[config.mk]
export PLATFORM = sky130hd
export DESIGN_NAME = mem_read_arbiter
export DESIGN_NICKNAME = d
export VERILOG_FILES = /design/src/rtl/mem_read_arbiter.sv
export SDC_FILE = /design/constraint.sdc
export NUM_CORES = 1
export LEC_CHECK = 0
export CORE_AREA = 10 10 333 335
export CTS_BUF_LIST = sky130_fd_sc_hd__clkbuf_16
export DETAILED_ROUTE_END_ITERATION = 10
export DIE_AREA = 0 0 343 345
export GPL_ROUTABILITY_DRIVEN = 1
export PLACE_DENSITY = 0.39
export SLEW_MARGIN = 5
export SYNTH_ARGS = -nofsm -noshare
export SYNTH_HDL_FRONTEND = slang
export SYNTH_SLANG_ARGS = --single-unit
[constraint.sdc]
create_clock -name clk -period 3.26 [get_ports clk]
set_input_delay 0.326 -clock clk [delete_from_list [all_inputs] [get_ports clk]]
set_output_delay 0.326 -clock clk [all_outputs]
set_load 0.02 [all_outputs]
[src/rtl/mem_read_arbiter.sv]
// ---------------------------------------------------------------------------
// mem_read_arbiter
//
// Arbitrates cache-line read requests from the instruction cache and the data
// cache onto a single memory read port. At most one memory transaction is
// outstanding. Simultaneous requests are resolved round-robin, and the pointer
// favours the icache out of reset.
//
// Ports
//   clk, rst_n                : clock (rising edge), asynchronous active-low reset
//   icache_req / dcache_req   : line-read request, held until the matching addr_ok
//   icache_addr / dcache_addr : request physical address
//   icache_addr_ok / dcache_addr_ok     : one-cycle address-accepted pulse
//   icache_return_en / dcache_return_en : one-cycle line-valid pulse
//   icache_return_data / dcache_return_data : returned line, zero when not valid
//   mem_read_request, mem_read_addr     : line-aligned read request to memory
//   mem_ready_to_read, mem_read_addr_ok : memory must raise both to accept
//   mem_return_en, mem_return_data      : line return from memory
//   busy        : transaction in flight (ADDR or DATA)
//   grant_id    : current owner (0 = icache, 1 = dcache), 0 when idle
//   timeout_err : sticky, set when a DATA wait reaches TIMEOUT cycles
// ---------------------------------------------------------------------------
module mem_read_arbiter #(
    parameter int ADDR_WIDTH = 32,
    parameter int LINE_WIDTH = 256,
    parameter int TIMEOUT    = 255
) (
    input  logic                  clk,
    input  logic                  rst_n,

    input  logic                  icache_req,
    input  logic [ADDR_WIDTH-1:0] icache_addr,
    output logic                  icache_addr_ok,
    output logic                  icache_return_en,
    output logic [LINE_WIDTH-1:0] icache_return_data,

    input  logic                  dcache_req,
    input  logic [ADDR_WIDTH-1:0] dcache_addr,
    output logic                  dcache_addr_ok,
    output logic                  dcache_return_en,
    output logic [LINE_WIDTH-1:0] dcache_return_data,

    output logic                  mem_read_request,
    output logic [ADDR_WIDTH-1:0] mem_read_addr,
    input  logic                  mem_ready_to_read,
    input  logic                  mem_read_addr_ok,
    input  logic                  mem_return_en,
    input  logic [LINE_WIDTH-1:0] mem_return_data,

    output logic                  busy,
    output logic                  grant_id,
    output logic                  timeout_err
);

    localparam int                    OFFSET      = $clog2(LINE_WIDTH / 8);
    localparam logic [ADDR_WIDTH-1:0] LINE_MASK   = {ADDR_WIDTH{1'b1}} << OFFSET;
    localparam logic [7:0]            TIMEOUT_CNT = 8'(TIMEOUT);

    localparam logic [1:0] S_IDLE = 2'd0;
    localparam logic [1:0] S_ADDR = 2'd1;
    localparam logic [1:0] S_DATA = 2'd2;

    logic [1:0]            state_q, state_d;
    logic                  grant_q, grant_d;
    // Id favoured when both caches request together: the one not served last.
    logic                  prio_q,  prio_d;
    logic [ADDR_WIDTH-1:0] addr_q,  addr_d;
    logic [7:0]            wait_q,  wait_d;
    logic                  err_q,   err_d;

    logic accept;
    logic ret;
    logic winner;

    always_comb begin
        accept = (state_q == S_ADDR) && mem_ready_to_read && mem_read_addr_ok;
        ret    = (state_q == S_DATA) && mem_return_en;
        // A lone dcache request wins; a lone icache request yields 0.
        winner = (icache_req && dcache_req) ? prio_q : dcache_req;

        state_d = state_q;
        grant_d = grant_q;
        prio_d  = prio_q;
        addr_d  = addr_q;
        wait_d  = wait_q;
        err_d   = err_q;

        case (state_q)
            S_IDLE: begin
                if (icache_req || dcache_req) begin
                    grant_d = winner;
                    addr_d  = (winner ? dcache_addr : icache_addr) & LINE_MASK;
                    state_d = S_ADDR;
                end
            end
            S_ADDR: begin
                if (accept) begin
                    state_d = S_DATA;
                    wait_d  = '0;
                end
            end
            S_DATA: begin
                if (mem_return_en) begin
                    state_d = S_IDLE;
                    prio_d  = ~grant_q;
                end else begin
                    if (wait_q != 8'hFF) begin
                        wait_d = wait_q + 8'd1;
                    end
                    if (wait_d >= TIMEOUT_CNT) begin
                        err_d = 1'b1;
                    end
                end
            end
            default: state_d = S_IDLE;
        endcase
    end

    always_ff @(posedge clk or negedge rst_n) begin
        if (!rst_n) begin
            state_q <= S_IDLE;
            grant_q <= 1'b0;
            prio_q  <= 1'b0;
            addr_q  <= '0;
            wait_q  <= '0;
            err_q   <= 1'b0;
        end else begin
            state_q <= state_d;
            grant_q <= grant_d;
            prio_q  <= prio_d;
            addr_q  <= addr_d;
            wait_q  <= wait_d;
            err_q   <= err_d;
        end
    end

    // Handshake and return outputs are combinational so the caches see them
    // in the same cycle memory responds.
    always_comb begin
        busy             = (state_q != S_IDLE);
        grant_id         = busy & grant_q;
        mem_read_request = (state_q == S_ADDR);
        mem_read_addr    = mem_read_request ? addr_q : '0;
        timeout_err      = err_q;

        icache_addr_ok   = accept & ~grant_q;
        dcache_addr_ok   = accept &  grant_q;

        icache_return_en = ret & ~grant_q;
        dcache_return_en = ret &  grant_q;

        icache_return_data = icache_return_en ? mem_return_data : '0;
        dcache_return_data = dcache_return_en ? mem_return_data : '0;
    end

endmodule

**Word level (Yosys, flattened, before mapping)**

Cells that the tools add are included.

- Add/sub/neg operators: 1
- $lt $le $gt $ge: 1
- Equal/unequal tests: 7
- Multiplexer cells: 15
- Bitwise operators: 7
- Reductions and logical operators: 13

Operator list:

| kind | count |
|---|---|
| $mux W256 | 2 |
| $mux W32 | 2 |
| $mux W8 | 5 |
| $pmux W8 S2 | 1 |
| $reduce_and A3 Y1 | 3 |
| $add A8 B1 Y8 const B | 1 |
| $ge A8 B8 Y1 const B | 1 |
| $ne A8 B8 Y1 const B | 1 |
| $mux W2 | 3 |
| $ne A2 B2 Y1 const B | 3 |
| $pmux W2 S3 | 1 |
| $and A1 B1 Y1 | 5 |
| $logic_and A1 B1 Y1 | 4 |
| $reduce_and A2 Y1 | 2 |
| $reduce_bool A2 Y1 | 2 |
| $eq A2 B1 Y1 const B | 1 |
| $eq A2 B2 Y1 const B | 1 |
| $logic_not A2 Y1 | 1 |
| $ne A2 B1 Y1 const B | 1 |
| $not A1 Y1 | 2 |
| $logic_or A1 B1 Y1 | 1 |
| $mux W1 | 1 |

- Flip-flop bits (word level): 40
- Input bits: 327
- Output and inout port bits: 552
- Logic and storage cells: 50

**Longest topological paths before layout**

- Depth after elaboration: 6
- Depth in mapped cells: 6
- Mapped depth without buffers: 5

**Least setup slack after synthesis**

No wires, ideal clock.

- Kind: flip-flop to output port
- Start point: register state_q[0]
- End point: output port icache_return_data[247]
- Data arrival time: 1,414 ps
- Setup slack: 1,520 ps
- Cell stages (with the launch flop): 5
- Path buffers: 1
- Cells stage by stage: dfrtp_1 > nand3b_4 > nor2_2 > clkbuf_1 > and2_1

- Longest elaborated chain between the ends: 4

RTL lines:

| what | line | text |
|---|---|---|
| start: declaration | 63 | `logic [1:0] state_q, state_d;` |
| start signal: assignment | 128 | `state_q <= state_d;` |
| $eq A2 B2 Y1 | 77 | `ret = (state_q == S_DATA) && mem_return_en;` |
| $logic_and A1 B1 Y1 | 77 |  |
| $and A1 B1 Y1 | 149 | `icache_return_en = ret & ~grant_q;` |
| named net icache_return_en | 34 | `output logic icache_return_en,` |
| $mux W256 | 152 | `icache_return_data = icache_return_en ? mem_return_data : '0;` |
| end: declaration | 35 | `output logic [LINE_WIDTH-1:0] icache_return_data,` |

The timed path passes the listed nets, and every way through them passes these cells.

**Worst setup path after layout**

- Start point: input port mem_return_en
- End point: output port dcache_return_data[92]

- Longest elaborated chain between the ends: 3

RTL lines:

| what | line | text |
|---|---|---|
| start: declaration | 47 | `input logic mem_return_en,` |
| $logic_and A1 B1 Y1 | 77 |  |
| $and A1 B1 Y1 | 150 | `dcache_return_en = ret & grant_q;` |
| $mux W256 | 153 | `dcache_return_data = dcache_return_en ? mem_return_data : '0;` |
| end: declaration | 41 | `output logic [LINE_WIDTH-1:0] dcache_return_data,` |

Every way passes these cells.

==> results.yml <==
timing:
  final.min_clock_period_ps: 2990
  tightest_slew_ps: 936
  final_max_slew_viol_count: 0
  fmaxAchievable_mhz: 334
  rsz0062_at_grt: "false"
  final_hold_viol_count: 0
  fin_skew_ps: 5.39
  fin_crit_sh_pct: 91.8
  fin_hold_ws_ps: 153
  setup_viol: 0
  setup_tns_ps: 0
  slew-limit-headroom_pct: 37.6
  setup_ws_ps: 267
worst_setup_path:
  worst_path_largest_cell_delay_ps: 650
  crit_chain: "clkdlybuf4s50_1, nand3b_4, nor2_4, buf_12, buf_4, and2_1, clkdlybuf4s50_1"
  r2r_setup_slack_ps: 1390
  cp.required_ps: 2930
  cp-startpoint: "mem_return_en"
  critical_path.top_delay_family: "buffers and inverters"
  path_buf_inv: 4
  crit_type: "primary input to output pin"
  arrival_ps: 2670
  cp_common_cell: "clkdlybuf4s50_1"
  crit_slowest_cell: "clkdlybuf4s50_1"
  timing.rr.start: "wait_q[0]$_DFFE_PN0P_"
  critPathLaunchType: "primary input"
  reg2reg_depth: 5
  r2r-end: "timeout_err$_DFFE_PN0P_"
  cp_max_fo: 42
  worstSetupEndpointType: "output pin"
die:
  ios: 879
  start_util_pct: 5.53
  die-area_sq_um: 118000
  rows: 119
  coreArea_sq_um: 104000
  die_y_um: 345
  dieWidth_um: 343
global_route:
  overflow: 0
  grt_pass1_wl_um: 93500
  grt_usage_pct: 11.7
  grt_max_degree: 59
  antenna_found_initial: 57
  grt_pass1_vias: 9150
routing:
  drcViolationCount: 0
  routed_wl_um: 74100
  drt-pass1-iter-count: 4
  drtAntennaViolNets: 0
  drt-wirelength-per-cell_um: 24.2
  vias: 8756
  drtIter0Drc: 224
  viasPerCell: 2.86
cells_and_area:
  finalNetCount: 1971
  final_layout_size_suffix_gt1_share_pct: 7.30
  syn2layout_area_growth_pct: 189
  instances_no_fill: 3062
synth:
  synth_warnings: 0
  ys_seq_elements: 40
  synth_cell_types: 48
  synth_area_sq_um: 5770
  syn_inst: 808
  ys_seq_area_share_pct: 17.4
  syn_avg_cell_area_sq_um: 7.14
clock_network:
  htree_levels: 2
  root_buffer: "clkbuf_16"
  clk_path_buf_depth: 2
  numCtsBuffers: 5
  clk_pin_slew_ps: 70
  hold_buffers: 0
  cts_tree: "built"
  clkLatencyLatePin_ps: 290
  cts_setup_buffers: 0
  cts.sinks: 40
  post_cts_resized: 0
power_and_ir_drop:
  power.switching_w: 0.00192
  p_leak_nw: 6.18
  p_int_w: 0.00246
  pwr-share-comb_pct: 69.9
  ir_worst_vdd_mv: 0.318
  seqPwrFrac_pct: 18.7
  p_sw_share_pct: 43.8
  power_density_nw_per_um2: 263
  clkPwrFrac_pct: 11.4
placed_design:
  hpwl_um: 68400
  dp_cells: 3027
  dpl_worst_slack_ps: 236
  io_buffers: 863
  routabilityCongestion: 0.793
run_status:
  status: "complete, no violations"
flow_run:
  drv_cap: 0
min_path:
  hp-class: "primary input to asynchronous set/reset pin"
==> logic make-up after synthesis <==
family          after synthesis  share of synthesized area, %
flops                        40                          17.4
other cells                   1                        0.0650
buf+inv                      81                          7.05
mux                          27                          4.69
simple gates                601                          64.6
compound gates               57                          6.03
fa+ha+maj                     1                         0.217
==> power by group through the flow <==
| stage | Clock, W | Sequential (W) | Combinational, W |
|---|---|---|---|
| detailed placement | 0 | 0.000827 | 0.00311 |
| CTS | 0.000530 | 0.000820 | 0.00313 |
| global placement | 0 | 0.000822 | 0.00314 |
| finish | 0.000501 | 0.000817 | 0.00306 |
| global route | 0.000537 | 0.000849 | 0.00329 |
| floorplan | 0 | 0.000787 | 0.00138 |
==> layout by cell type (no fill, tap or decap), drive strengths merged, types with 6 or more instances in the layout <==
cell type | Yosys | final
mux2i | 27 | 27
a21oi | 33 | 33
and2 | 539 | 539
dfrtp | 40 | 40
buf | 20 | 98
nor2 | 38 | 38
inv | 6 | 6
clkdlybuf4s50 | 0 | 801
diode | 0 | 28
==> Yosys cell counts, drive strengths merged <==
cell type | number | area (sq um)
a32o | 1 | 10.0
o211a | 1 | 10.0
nand4 | 2 | 18.8
dfrtp | 40 | 1000
o211ai | 1 | 7.51
and3 | 1 | 6.26
nor3 | 2 | 10.0
inv | 6 | 22.5
nand3 | 4 | 20.0
buf | 20 | 126
o21ai | 5 | 25.0
a22o | 1 | 8.76
nor2 | 38 | 155
and2b | 1 | 8.76
and2 | 539 | 3370
a211oi | 1 | 7.51
o2111a | 1 | 11.3
o21a | 1 | 7.51
or3b | 1 | 11.3
a21o | 3 | 22.5
conb | 1 | 3.75
and4 | 3 | 30.0
nor3b | 2 | 26.3
a31oi | 5 | 31.3
clkbuf | 55 | 258
mux2i | 27 | 270
o22ai | 1 | 6.26
nand2 | 4 | 17.5
nand3b | 1 | 20.0
and4b | 2 | 20.0
o311a | 1 | 10.0
o31ai | 1 | 12.5
ha | 1 | 12.5
o221ai | 1 | 8.76
a21oi | 33 | 169
nand4b | 1 | 8.76
==> area by class of cell <==
type | instances | area (sq um)
Antenna cell | 28 | 70.1
Clock buffer | 5 | 125
Clock inverter | 2 | 12.5
Fill cell | 11900 | 87700
Inverter | 6 | 22.5
Multi-Input combinational cell | 691 | 4400
Sequential cell | 40 | 1000
Tap cell | 1391 | 1740
Timing Repair Buffer | 899 | 9290
==> through the flow <==
step / power (W) / utilization [%] / area, sq um
finish: 0.00438 / 16.0 / 16700
global route: 0.00468 / 15.9 / 16600
CTS: 0.00448 / 15.9 / 16600
detailed placement: 0.00394 / 15.8 / 16400
global placement: 0.00396 / 15.8 / 16400
floorplan: 0.00217 / - / 5780
==> registers in the layout, indices dropped and copies added, names as in the netlist <==
name / cells
state_q: 2
wait_q: 8
timeout_err: 1
grant_q: 1
prio_q: 1
addr_q: 27
==> worst max path at each step <==
stage,endpoint,cells past startpoint
after CTS,dcache_return_data[55],7
final,dcache_return_data[92],7
after floorplan,icache_return_data[247],4
after detailed placement,dcache_return_data[55],7
after global routing,dcache_return_data[55],7
after global placement,dcache_return_data[55],7
==> routing by layer <==
layer | vias up | wire [um] | part of all wire [%] | GRT usage [%]
met5 | - | 139 | 0.19 | 0
met1 | 3924 | 30600 | 41 | 14.0
met3 | 73 | 9410 | 13 | 5.91
li1 | 4210 | - | - | -
met2 | 525 | 33000 | 45 | 18.4
met4 | 24 | 969 | 1.3 | 2.64
Note: power is estimated with default switching activity, not from simulation.
